[src/rtl/rr_decode_arbiter.sv]
// Round-robin arbiter for 32 requesters sharing one resource.
// Holds a registered 5-bit winner index, decodes it to a one-hot grant,
// and releases on done, on requester withdrawal, or after MAX_HOLD cycles.
module rr_decode_arbiter #(
    parameter int MAX_HOLD = 16
) (
    input  logic        clk,
    input  logic        reset,
    input  logic [31:0] req,
    input  logic        done,
    output logic        grant_valid,
    output logic [4:0]  grant_idx,
    output logic [31:0] grant_onehot,
    output logic        timeout
);

    // Tenure counter only needs to reach MAX_HOLD-1, never wraps.
    localparam int HW = (MAX_HOLD > 1) ? $clog2(MAX_HOLD) : 1;
    localparam logic [HW-1:0] HOLD_LAST = HW'(MAX_HOLD - 1);

    typedef enum logic {
        IDLE  = 1'b0,
        GRANT = 1'b1
    } state_t;

    state_t          state_q, state_d;
    logic [4:0]      ptr_q, ptr_d;
    logic [HW-1:0]   hold_cnt_q, hold_cnt_d;
    logic            grant_valid_q, grant_valid_d;
    logic [4:0]      grant_idx_q, grant_idx_d;
    logic            timeout_q, timeout_d;

    logic            found;
    logic [4:0]      winner;
    logic [4:0]      cand;

    // Rotating priority search: first set request at ptr, ptr+1, ... (5-bit wrap).
    always_comb begin
        found  = 1'b0;
        winner = ptr_q;
        cand   = ptr_q;
        for (int i = 0; i < 32; i++) begin
            cand = ptr_q + 5'(i);
            if (!found && req[cand]) begin
                found  = 1'b1;
                winner = cand;
            end
        end
    end

    // Next-state and registered-output logic for the IDLE/GRANT handshake.
    always_comb begin
        state_d       = state_q;
        ptr_d         = ptr_q;
        hold_cnt_d    = hold_cnt_q;
        grant_valid_d = grant_valid_q;
        grant_idx_d   = grant_idx_q;
        timeout_d     = 1'b0;

        case (state_q)
            IDLE: begin
                // done is deliberately ignored here.
                if (found) begin
                    state_d       = GRANT;
                    grant_valid_d = 1'b1;
                    grant_idx_d   = winner;
                    hold_cnt_d    = '0;
                end
            end
            GRANT: begin
                if (done || !req[grant_idx_q] || (hold_cnt_q == HOLD_LAST)) begin
                    // Forced release only flags timeout when neither done nor withdraw fired.
                    timeout_d     = !done && req[grant_idx_q];
                    state_d       = IDLE;
                    grant_valid_d = 1'b0;
                    grant_idx_d   = '0;
                    hold_cnt_d    = '0;
                    ptr_d         = grant_idx_q + 5'd1;
                end else begin
                    hold_cnt_d = hold_cnt_q + HW'(1);
                end
            end
            default: begin
                state_d       = IDLE;
                grant_valid_d = 1'b0;
                grant_idx_d   = '0;
            end
        endcase
    end

    // State register; synchronous reset wins over any in-flight grant.
    always_ff @(posedge clk) begin
        if (reset) begin
            state_q       <= IDLE;
            ptr_q         <= '0;
            hold_cnt_q    <= '0;
            grant_valid_q <= 1'b0;
            grant_idx_q   <= '0;
            timeout_q     <= 1'b0;
        end else begin
            state_q       <= state_d;
            ptr_q         <= ptr_d;
            hold_cnt_q    <= hold_cnt_d;
            grant_valid_q <= grant_valid_d;
            grant_idx_q   <= grant_idx_d;
            timeout_q     <= timeout_d;
        end
    end

    // 5-to-32 decode: each bit is the AND of index bits taken true or
    // complemented to match its position, gated by grant_valid.
    for (genvar gi = 0; gi < 32; gi++) begin : g_dec
        localparam logic [4:0] POS = 5'(gi);
        assign grant_onehot[gi] = grant_valid_q & (&(grant_idx_q ~^ POS));
    end

    assign grant_valid = grant_valid_q;
    assign grant_idx   = grant_idx_q;
    assign timeout     = timeout_q;

endmodule

[config.mk]
export PLATFORM = sky130hd
export DESIGN_NAME = rr_decode_arbiter
export DESIGN_NICKNAME = d
export VERILOG_FILES = /design/src/rtl/rr_decode_arbiter.sv
export SDC_FILE = /design/constraint.sdc
export NUM_CORES = 1
export LEC_CHECK = 0
export CAP_MARGIN = 5
export CORE_AREA = 2 2 129 131
export DETAILED_ROUTE_END_ITERATION = 6
export DIE_AREA = 0 0 131 133
export HOLD_SLACK_MARGIN = 0.15
export PLACE_DENSITY = 0.7
export RECOVER_POWER = 100
export SLEW_MARGIN = 40
export SYNTH_ARGS = -nofsm -noshare
export SYNTH_HDL_FRONTEND = slang
export SYNTH_SLANG_ARGS = --single-unit
[constraint.sdc]
create_clock -name clk -period 4.8 [get_ports clk]
set_input_delay 0.72 -clock clk [delete_from_list [all_inputs] [get_ports clk]]
set_output_delay 0.72 -clock clk [all_outputs]
set_load 0.03 [all_outputs]
==> impl_metrics.py, run 1 <==
metrics = {
    "global_route": {
        "grt_first_pass_wirelength_um": 48700,
        "grt_overflow": 0,
        "number_of_antenna_violations_at_the_first_check_in_global_routing": 0,
        "first_global_vias": 8265,
        "groute.usage.overall_pct": 36.4,
        "largest_net_degree_at_the_start_of_global_routing": 43,
    },
    "synth": {
        "synth.net_count": 978,
        "synth_top_area_cell": "mux4_2",
        "cells_taking_the_most_area_after_synthesis": "mux4_2 (26%), mux2i_1 (8.8%), mux2_2 (4.7%)",
        "ffs_w_async_s_r_synth_pct": 0,
        "netlist.area_leader.share_pct": 26.1,
        "synth_warnings": 0,
        "synthesis.area_um2": 7940,
        "synth_enable_flop_cells": 0,
        "synthCells": 924,
        "syn_area_per_cell_um2": 8.59,
        "predominant_post_synthesis_flop_cell": "dfxtp_1",
        "synth.lib_cells_used.distinct": 93,
        "synth-seq-cells": 17,
        "proportion_of_synthesized_chip_area_in_sequential_cells_pct": 4.29,
    },
    "floorplan": {
        "initial_utilization_pct": 49.1,
        "design.portCount": 74,
        "rows": 47,
        "floorplan.core_area_um2": 16200,
        "chipHeight_um": 133,
        "die-width_um": 131,
        "floorplan.die_area_um2": 17400,
    },
    "final_layout": {
        "final-seq-area_um2": 347,
        "final_net_count": 1094,
        "most-common-layout-cells": "buf_4 (96), mux4_2 (92), nor2_1 (87), nand2_1 (77), mux2i_1 (70)",
        "multi_input_comb_area_um2": 7120,
        "final_common_cell": "buf_4",
        "layout_cell_share_with_drive_strength_beyond_1_pct": 26.3,
        "antenna_cells_inserted": 0,
        "fill_cells": 1451,
        "flow.area_growth_from_synthesis_pct": 19.4,
        "final_cell_area_um2": 9470,
        "finalNonFillerCells": 1259,
    },
    "pwr": {
        "p_per_area_nw_per_um2": 684,
        "sw_frac_of_total_pct": 57.6,
        "total_leakage_power_nw": 3.49,
        "vdd_drop_max_uv": 246,
        "power_switching_mw": 3.73,
        "comb_power_share_pct": 93.6,
        "seq_power_share_pct": 3.8,
        "power_report.internal_total_mw": 2.75,
        "clockPowerShare_pct": 2.5,
    },
    "sta": {
        "final_hold_slack_ps": 500,
        "timing_worst_slew_pin_value_ps": 849,
        "timing.final.crit_share_pct": 96.4,
        "period_minus_slack_ps": 4630,
        "clock.fmax_mhz": 216,
        "timing.max_slew.rel_slack_pct": 43.0,
        "final_hold_fails": 0,
        "fin_tns_setup_ps": 0,
        "grt_setup_unrepaired": "false",
        "final-setup-viol-count": 0,
        "fin_worst_skew_ps": 2.04,
        "drv_slew": 0,
    },
    "cts": {
        "clock_latency_ps": 240,
        "clock_tree.htree_level_count": 1,
        "tritoncts": "built",
        "cts-buffers-inserted": 3,
        "clkSlewWorstSetupHoldPaths_ps": 50,
        "post-cts-setup-buffer-count": 0,
        "clock_sinks": 17,
        "clk_root_buffer_cell": "clkbuf_16",
        "clock_path_buffers": 2,
        "ctsHoldBuffers": 0,
    },
    "setup_path": {
        "path_delay_family": "simple AND/OR/NAND/NOR gates",
        "crit_path_start_kind": "flop",
        "worst-endpoint-required_ps": 4920,
        "cp_data_arrival_time_ps": 4750,
        "worst_path_largest_cell_delay_ps": 590,
        "timing.critical_path.buf_inv": 5,
        "critical-path-top-cell-by-count": "buf_4",
        "critical_path.endpoint_type": "flop",
        "critical-path-slowest-cell": "xnor2_1",
        "cp_max_fo": 8,
        "worstPathCellList": "inv_1 -> buf_4 -> ha_1 -> xnor2_1 -> buf_4 -> mux4_2 -> mux4_2 -> nand2b_1 -> nor3_4 -> buf_4 -> nand4_2 -> nor3_1 -> buf_4 -> nor4b_1 -> nand3_1 -> xnor2_1 -> o21ai_0",
        "critPathKind": "flop to flop",
    },
    "detailed_routing": {
        "route.detailed.wl_per_inst_um": 24.9,
        "drt_pass1_iterations": 6,
        "wl_um": 31400,
        "route.antenna.remaining_nets": 0,
        "detailedRoute.firstIterationViolations": 1271,
        "vias": 8840,
        "detail_route.vias_per_cell": 7.02,
        "route.detailed.drc": 0,
    },
    "worst_hold_path": {
        "timing.hold.worst.class": "flop to flop",
    },
    "flow_run": {
        "maxCapViolCount": 0,
    },
    "placed_design": {
        "placed_instances": 1255,
        "place.port_buffers": 73,
        "dp.final_hpwl_um": 25300,
        "place_congestion": 1.15,
        "placed_area_um2": 9410,
    },
    "outcome": {
        "outcome": "finished clean",
    },
}
registers in the layout, summed over array words and instances, names as in the netlist:
| signal | flops |
|---|---|
| ptr_q | 5 |
| grant_valid | 1 |
| timeout | 1 |
| state_q | 1 |
| hold_cnt_q | 4 |
| grant_idx | 5 |
timing repair:
action                                  4_1_cts  5_1_grt
endpoints found under the hold margin         0        0
resized for setup                             0        1
endpoints found under the setup margin        0        2
logic make-up (layout without fill, tap and decap cells):
kind of cell | after synthesis | after routing | synth area share (%)
adder cells (fa/ha/maj) | 19 | 19 | 3.00
XOR/XNOR | 31 | 31 | 3.80
buffers and inverters | 95 | 210 | 5.99
AO/OA/AOI/OAI | 214 | 214 | 18.7
flip-flops | 17 | 17 | 4.29
multiplexers | 207 | 207 | 41.6
AND/OR/NAND/NOR | 341 | 341 | 22.5
synth_stat cells, drive strengths merged (4+ instances only):
cell      n
mux4     92
or2       6
and4      4
ha       19
dfxtp    17
o21ai    42
buf      34
nor4     11
nand2b   16
or3       8
xor2      7
inv      31
a22oi     5
nand3    32
o22ai     6
mux2i    73
a2111oi   4
and3      6
nand3b    6
a211oi   17
a31oi    13
o32ai     5
a21boi    8
nor2b     5
nand4    18
nor3     29
o211ai   18
clkbuf   29
mux2     42
and2     13
nor2     91
xnor2    24
nand2    79
a21oi    47
power groups by stage:
| stage | Clock (mW) | Sequential [mW] | Combinational, mW |
|---|---|---|---|
| global placement | 0 | 0.253 | 5.88 |
| CTS | 0.167 | 0.249 | 5.89 |
| detailed placement | 0 | 0.251 | 5.87 |
| global route | 0.171 | 0.256 | 6.40 |
| finish | 0.164 | 0.248 | 6.07 |
| floorplan | 0 | 0.230 | 3.90 |
routing by layer:
layer / wire [um] / GRT usage, % / part of all wire, % / up-vias
met5: 0 / 0 / 0 / -
met4: 1830 / 16.7 / 5.8 / 0
met3: 3700 / 5.22 / 12 / 127
met2: 13700 / 53.9 / 44 / 661
met1: 12100 / 52.5 / 39 / 4164
li1: - / - / - / 3888
worst register-to-register path: cells and delay by family (launching register included):
kind                     cells  cell delay [ps]
buffers and inverters        5              900
multiplexers                 2              940
AO/OA/AOI/OAI                1               90
AND/OR/NAND/NOR              6             1280
XOR/XNOR                     2              720
flip-flops                   1              350
adder cells (fa/ha/maj)      1              220
worst paths after layout:
check	startpoint	to	slack, ps	cells past startpoint
setup / recovery	ptr_q[1]	grant_idx[0]	170	17
hold / removal	hold_cnt_q[3]	hold_cnt_q[3]	500	2
hold reg to reg	hold_cnt_q[3]	hold_cnt_q[3]	500	2
setup reg to reg	ptr_q[1]	grant_idx[0]	170	17
through the flow:
step,utilization [%],setup slack [ps],total power [mW]
2_1_floorplan,-,19.5,4.13
3_3_place_gp,58.2,27.3,6.14
3_5_place_dp,58.2,34.0,6.12
4_1_cts,58.7,149,6.30
5_1_grt,58.6,30.2,6.83
6_report,58.6,173,6.48
cell type report:
cell class / instances / share of cell area [%]
Multi-Input combinational cell: 812 / 75.1
Timing Repair Buffer: 174 / 16.2
Sequential cell: 17 / 3.66
Tap cell: 220 / 2.91
Inverter: 32 / 1.27
Clock buffer: 4 / 0.832
No activity file was read; power rests on OpenSTA's default activity.
==> run 2: changes to the inputs <==
CAP_MARGIN = unset   (was 5)
==> results of run 2 <==
Same layout as run 1: the final DEF is identical, and so are final timing and power.
